===== config.mk =====
export PLATFORM = sky130hd
export DESIGN_NAME = store_buffer_flat
export DESIGN_NICKNAME = d
export VERILOG_FILES = /design/src/rtl/store_buffer_if.sv /design/src/rtl/store_buffer.sv /design/src/flat_wrapper.sv
export SDC_FILE = /design/constraint.sdc
export NUM_CORES = 1
export LEC_CHECK = 0
export CORE_AREA = 3 3 199 201
export CTS_CLUSTER_SIZE = 14
export DETAILED_ROUTE_END_ITERATION = 7
export DIE_AREA = 0 0 202 204
export HOLD_SLACK_MARGIN = 0.02
export PLACE_DENSITY = 0.59
export SLEW_MARGIN = 25
export SYNTH_ARGS = -nofsm -noshare
export SYNTH_HDL_FRONTEND = slang
export SYNTH_SLANG_ARGS = --single-unit

===== constraint.sdc =====
create_clock -name clk -period 6.5 [get_ports clk]
set_input_delay 0.65 -clock clk [delete_from_list [all_inputs] [get_ports clk]]
set_output_delay 0.65 -clock clk [all_outputs]
set_load 0.02 [all_outputs]

===== src/rtl/store_buffer_if.sv =====
// Bundles the MEM-stage request/response and data-RAM port signals of the store buffer.
// The slave modport is the buffer itself; the master modport is the pipeline/RAM side.
interface store_buffer_if;
    logic        mem_ce_i;
    logic        mem_we_i;
    logic [3:0]  mem_sel_i;
    logic [31:0] mem_addr_i;
    logic [31:0] mem_data_i;
    logic [31:0] mem_data_o;
    logic        stallreq_o;
    logic        empty_o;
    logic        ram_ce_o;
    logic        ram_we_o;
    logic [3:0]  ram_sel_o;
    logic [31:0] ram_addr_o;
    logic [31:0] ram_data_o;
    logic [31:0] ram_data_i;

    modport slave (
        input  mem_ce_i, mem_we_i, mem_sel_i, mem_addr_i, mem_data_i, ram_data_i,
        output mem_data_o, stallreq_o, empty_o,
        output ram_ce_o, ram_we_o, ram_sel_o, ram_addr_o, ram_data_o
    );

    modport master (
        output mem_ce_i, mem_we_i, mem_sel_i, mem_addr_i, mem_data_i, ram_data_i,
        input  mem_data_o, stallreq_o, empty_o,
        input  ram_ce_o, ram_we_o, ram_sel_o, ram_addr_o, ram_data_o
    );
endinterface


===== src/rtl/store_buffer.sv =====
// Circular store buffer between the MEM stage and a single-ported data RAM.
// Stores are queued and drained in FIFO order whenever a load does not own the RAM port.
module store_buffer #(
    parameter int Depth     = 4,
    parameter int DepthLog2 = 2
) (
    input logic          clk,
    input logic          rst,
    store_buffer_if.slave sb
);

    logic [29:0]      r_addr  [Depth];
    logic [3:0]       r_sel   [Depth];
    logic [31:0]      r_data  [Depth];
    logic [Depth-1:0] r_valid;
    logic [DepthLog2-1:0] r_head;
    logic [DepthLog2-1:0] r_tail;
    logic [DepthLog2:0]   r_count;

    logic w_isStore;
    logic w_isLoad;
    logic w_hit;
    logic w_loadOwns;
    logic w_full;
    logic w_push;
    logic w_pop;

    assign w_isStore  = sb.mem_ce_i & sb.mem_we_i;
    assign w_isLoad   = sb.mem_ce_i & ~sb.mem_we_i;
    assign w_full     = (r_count == DepthLog2'(0) + (DepthLog2+1)'(Depth));
    assign w_loadOwns = w_isLoad & ~w_hit;
    assign w_push     = w_isStore & (sb.mem_sel_i != 4'b0000) & ~w_full;
    assign w_pop      = ~w_loadOwns & (r_count != '0);

    // A load that aliases any buffered word must wait for the buffer to drain past it.
    always_comb begin
        w_hit = 1'b0;
        for (int i = 0; i < Depth; i++) begin
            if (w_isLoad && r_valid[i] && (r_addr[i] == sb.mem_addr_i[31:2])) begin
                w_hit = 1'b1;
            end
        end
    end

    always_comb begin
        sb.ram_ce_o   = 1'b0;
        sb.ram_we_o   = 1'b0;
        sb.ram_sel_o  = 4'b0000;
        sb.ram_addr_o = 32'h0;
        sb.ram_data_o = 32'h0;
        sb.mem_data_o = 32'h0;
        sb.stallreq_o = 1'b0;
        if (!rst) begin
            sb.stallreq_o = w_hit | (w_isStore & (sb.mem_sel_i != 4'b0000) & w_full);
            if (w_loadOwns) begin
                sb.ram_ce_o   = 1'b1;
                sb.ram_sel_o  = sb.mem_sel_i;
                sb.ram_addr_o = sb.mem_addr_i;
                sb.mem_data_o = sb.ram_data_i;
            end else if (w_pop) begin
                sb.ram_ce_o   = 1'b1;
                sb.ram_we_o   = 1'b1;
                sb.ram_sel_o  = r_sel[r_head];
                sb.ram_addr_o = {r_addr[r_head], 2'b00};
                sb.ram_data_o = r_data[r_head];
            end
        end
    end

    assign sb.empty_o = (r_count == '0);

    always_ff @(posedge clk or posedge rst) begin
        if (rst) begin
            r_head  <= '0;
            r_tail  <= '0;
            r_count <= '0;
            r_valid <= '0;
        end else begin
            if (w_pop) begin
                r_valid[r_head] <= 1'b0;
                r_head          <= r_head + 1'b1;
            end
            if (w_push) begin
                r_valid[r_tail] <= 1'b1;
                r_tail          <= r_tail + 1'b1;
            end
            case ({w_push, w_pop})
                2'b10:   r_count <= r_count + 1'b1;
                2'b01:   r_count <= r_count - 1'b1;
                default: r_count <= r_count;
            endcase
        end
    end

    // Payload storage needs no reset; r_valid and r_count decide what is live.
    always_ff @(posedge clk) begin
        if (!rst && w_push) begin
            r_addr[r_tail] <= sb.mem_addr_i[31:2];
            r_sel[r_tail]  <= sb.mem_sel_i;
            r_data[r_tail] <= sb.mem_data_i;
        end
    end

endmodule


===== src/flat_wrapper.sv =====
// flat-port wrapper written by rule: the top's interface ports become plain ports
module store_buffer_flat 
#(
    parameter int Depth     = 4,
    parameter int DepthLog2 = 2
)
  (clk, rst, sb_mem_ce_i, sb_mem_we_i, sb_mem_sel_i, sb_mem_addr_i, sb_mem_data_i, sb_ram_data_i, sb_mem_data_o, sb_stallreq_o, sb_empty_o, sb_ram_ce_o, sb_ram_we_o, sb_ram_sel_o, sb_ram_addr_o, sb_ram_data_o);
  store_buffer_if sb_i ();
  input logic clk;
  input logic rst;
  input wire logic [$bits(sb_i.mem_ce_i)-1:0] sb_mem_ce_i;
  input wire logic [$bits(sb_i.mem_we_i)-1:0] sb_mem_we_i;
  input wire logic [$bits(sb_i.mem_sel_i)-1:0] sb_mem_sel_i;
  input wire logic [$bits(sb_i.mem_addr_i)-1:0] sb_mem_addr_i;
  input wire logic [$bits(sb_i.mem_data_i)-1:0] sb_mem_data_i;
  input wire logic [$bits(sb_i.ram_data_i)-1:0] sb_ram_data_i;
  output wire logic [$bits(sb_i.mem_data_o)-1:0] sb_mem_data_o;
  output wire logic [$bits(sb_i.stallreq_o)-1:0] sb_stallreq_o;
  output wire logic [$bits(sb_i.empty_o)-1:0] sb_empty_o;
  output wire logic [$bits(sb_i.ram_ce_o)-1:0] sb_ram_ce_o;
  output wire logic [$bits(sb_i.ram_we_o)-1:0] sb_ram_we_o;
  output wire logic [$bits(sb_i.ram_sel_o)-1:0] sb_ram_sel_o;
  output wire logic [$bits(sb_i.ram_addr_o)-1:0] sb_ram_addr_o;
  output wire logic [$bits(sb_i.ram_data_o)-1:0] sb_ram_data_o;
  assign sb_i.mem_ce_i = sb_mem_ce_i;
  assign sb_i.mem_we_i = sb_mem_we_i;
  assign sb_i.mem_sel_i = sb_mem_sel_i;
  assign sb_i.mem_addr_i = sb_mem_addr_i;
  assign sb_i.mem_data_i = sb_mem_data_i;
  assign sb_i.ram_data_i = sb_ram_data_i;
  assign sb_mem_data_o = sb_i.mem_data_o;
  assign sb_stallreq_o = sb_i.stallreq_o;
  assign sb_empty_o = sb_i.empty_o;
  assign sb_ram_ce_o = sb_i.ram_ce_o;
  assign sb_ram_we_o = sb_i.ram_we_o;
  assign sb_ram_sel_o = sb_i.ram_sel_o;
  assign sb_ram_addr_o = sb_i.ram_addr_o;
  assign sb_ram_data_o = sb_i.ram_data_o;
  store_buffer #(.Depth(Depth), .DepthLog2(DepthLog2)) u_core (.clk(clk), .rst(rst), .sb(sb_i));
endmodule

==> out/results.ini <==
[sta]
rsz0062_at_grt = no
fmax_ghz = 0.205
slew_headroom_pct = 33.3
worst_pin_slew_ns = 1.00
timing.final.max_slew_violations = 0
finalSetupViolCount = 0
hold_viol = 0
min_period_ns = 4.88
holdWs_ns = 0.519
fin_setup_tns_ns = 0
layout_setup_ws_ns = 1.62
post-route-period-util_pct = 75.1
skew_ns = 0.00994

[worst_setup_path]
worstSetupPathType = input pin to output port
reg2reg_slack_ns = 2.86
r2r_end = u_core.r_count[2]
timing.rr.start = u_core.r_addr[2][16]
critPathLaunchType = input pin
rr_worst_depth = 13
cp_common_cell = clkdlybuf4s50_1
slowest_delay_ns = 0.71
endpoint_kind = output port
critPathRequiredTime_ns = 5.85
slowest_stage = nor4_1
cp_max_fo = 72
path_cells = clkdlybuf4s50_1 -> xnor2_1 -> nand4_1 -> nor4_1 -> a22o_2 -> nor3_4 -> buf_4 -> nor3_2 -> clkdlybuf4s50_1
crit_arrival_ns = 4.23

[clocking]
hold_buffers = 0
cts_resized = 0
cts_tree = yes
clk_latency_ns = 0.55
clk_pin_slew_ns = 0.06
post-cts-setup-buffer-count = 0
cts_max_level = 1
cts_buffers = 31
clock_path_buffers = 3
root_buffer = clkbuf_16
cts_sinks = 275

[global_route]
grt_antenna_before_repair = 2
overflow = 0
grt_pass1_vias = 8008
grt_usage_pct = 16.2
grt_pass1_wl_um = 51100
grt_max_degree = 73

[final_layout]
drive_gt1_share_pct = 15.8
insertedDiodeCount = 0
multiInputGateArea_sq_um = 4570
final_common_cell = edfxtp_1
syn_to_final_growth_pct = 25.3
seq_area_sq_um = 8210
layout_common_cells = 264 x edfxtp_1, 207 x clkdlybuf4s50_1, 122 x xnor2_1
n_fill_cell = 3390
nets = 1147

[yosys]
async_reset_ff_share_pct = 4.00
synth.net_count = 970
yosys_warnings = 0
ys_types = 35
seq_area_frac_synth_pct = 61.9
netlist_instances = 856
mappedNetlistArea_sq_um = 13200
post_synth.cell_area_avg_sq_um = 15.5
synth_edf_count = 264
ys_ff_latch = 275
ys.flop_type = edfxtp_1

[routing]
drt_pre_antenna_iters = 5
post-route-drc-count = 0
wirelength_um = 34200
ant_nets = 0
routed_via_density = 4.98
drt_iter0_drc = 530
wl_per_cell_um = 21.8
via_count = 7813

[hold_path]
min_to = u_core.r_count[0]
hold_class = register to register
hold_depth = 1
min_from = u_core.r_count[0]

[pwr]
power_density_nw_per_um2 = 335
power_leakage_nw = 5.46
ir_drop_uv = 258

[placed_design]
port_buffers = 207
dp_slack_ns = 1.60
place_congestion = 0.772
dpl.hpwl_um = 21600

[job]
drv_cap = 0

[outcome]
status = complete, no violations

[floorplan]
die-area_sq_um = 41200
ioPinCount = 208
coreArea_sq_um = 37800
start_util_pct = 35.1
die_y_um = 204
die_width_um = 202
rows = 71

[layout make-up]
cell class	instances	share of cell area, %
sequential	275	49.5
tap	511	3.85
clock inverter	21	0.912
inverter	10	0.234
timing repair buffer	221	13.2
clock buffer	36	4.79
multi-input combinational	494	27.5
[sequential cells by signal (all words and copies together) (netlist names)]
| signal | flops |
|---|---|
| u_core.r_sel | 16 |
| u_core.r_head | 2 |
| u_core.r_tail | 2 |
| u_core.r_addr | 120 |
| u_core.r_count | 3 |
| u_core.r_data | 128 |
| u_core.r_valid | 4 |
[how the worst max path moves through the flow]
stage	startpoint	end	slack, ns
after floorplan	sb_mem_ce_i	u_core.r_addr[0][0]	2.90
after global placement	sb_mem_addr_i[18]	sb_ram_addr_o[26]	1.64
after detailed placement	sb_mem_addr_i[18]	sb_ram_addr_o[26]	1.60
after CTS	sb_mem_addr_i[18]	sb_ram_addr_o[26]	1.60
after global routing	sb_mem_addr_i[11]	sb_ram_data_o[17]	1.51
final	sb_mem_addr_i[18]	sb_ram_data_o[17]	1.62
[routing by layer]
metal,GRT usage [%],up-vias,share of wire (%)
met5,0,-,0.079
met4,3.16,4,1.6
met3,3.09,39,5.3
met2,26.2,189,48
met1,23.0,3991,45
li1,-,3590,-
[cells in the mapped netlist, types with 2 or more instances]
master | number | share of area (%)
clkbuf_1 | 26 | 0.74
a22o_2 | 2 | 0.15
xor2_1 | 2 | 0.13
a22oi_1 | 2 | 0.11
buf_6 | 17 | 1.4
o21ai_0 | 2 | 0.076
and3_1 | 39 | 1.8
nor4_1 | 8 | 0.38
ha_1 | 9 | 0.85
buf_2 | 30 | 1.1
buf_4 | 2 | 0.11
dfrtp_1 | 11 | 2.1
mux2i_1 | 35 | 2.6
nor2_1 | 6 | 0.17
nand4_1 | 29 | 1.4
nand2_1 | 107 | 3.0
a21oi_1 | 7 | 0.26
nor3_2 | 33 | 2.5
mux4_2 | 66 | 11
edfxtp_1 | 264 | 60
a41oi_1 | 4 | 0.26
a211oi_1 | 2 | 0.11
xnor2_1 | 122 | 8.1
nand3_1 | 7 | 0.26
inv_1 | 10 | 0.28
buf_1 | 2 | 0.057
and3b_1 | 4 | 0.26
[power by group]
| part | switching [mW] | leakage [nW] | internal, mW |
|---|---|---|---|
| Combinational | 0.874 | 2.48 | 0.844 |
| Sequential | 0.134 | 2.52 | 2.07 |
| Clock | 0.687 | 0.460 | 0.946 |
[cells by family (layout without fill, tap and decap cells)]
| group | count (synthesis) | in the layout | synth area share [%] |
|---|---|---|---|
| muxes | 101 | 101 | 13.9 |
| buffers and inverters | 87 | 288 | 3.77 |
| xor gates and xnor gates | 124 | 124 | 8.20 |
| DFF | 275 | 275 | 61.9 |
| and+or+nand+nor | 238 | 238 | 10.1 |
| adders and majority gates | 10 | 10 | 1.00 |
| AOI/OAI and AO/OA | 21 | 21 | 1.11 |
[worst max-delay path, delay by kind of cell]
| family | cells | cell delay [ns] |
|---|---|---|
| buf+inv | 3 | 1.63 |
| xor+xnor | 1 | 0.30 |
| compound gates | 1 | 0.31 |
| simple gates | 4 | 1.24 |
[through the flow]
step	util (%)	instances	area [sq um]	total power, mW
floorplan	-	856	13200	3.37
global placement	41.4	1510	15600	3.99
detailed placement	41.4	1510	15600	3.99
CTS	43.9	1567	16600	5.64
global route	43.9	1568	16600	5.84
finish	43.9	1568	16600	5.56
Power figures use the tool's default switching activity.
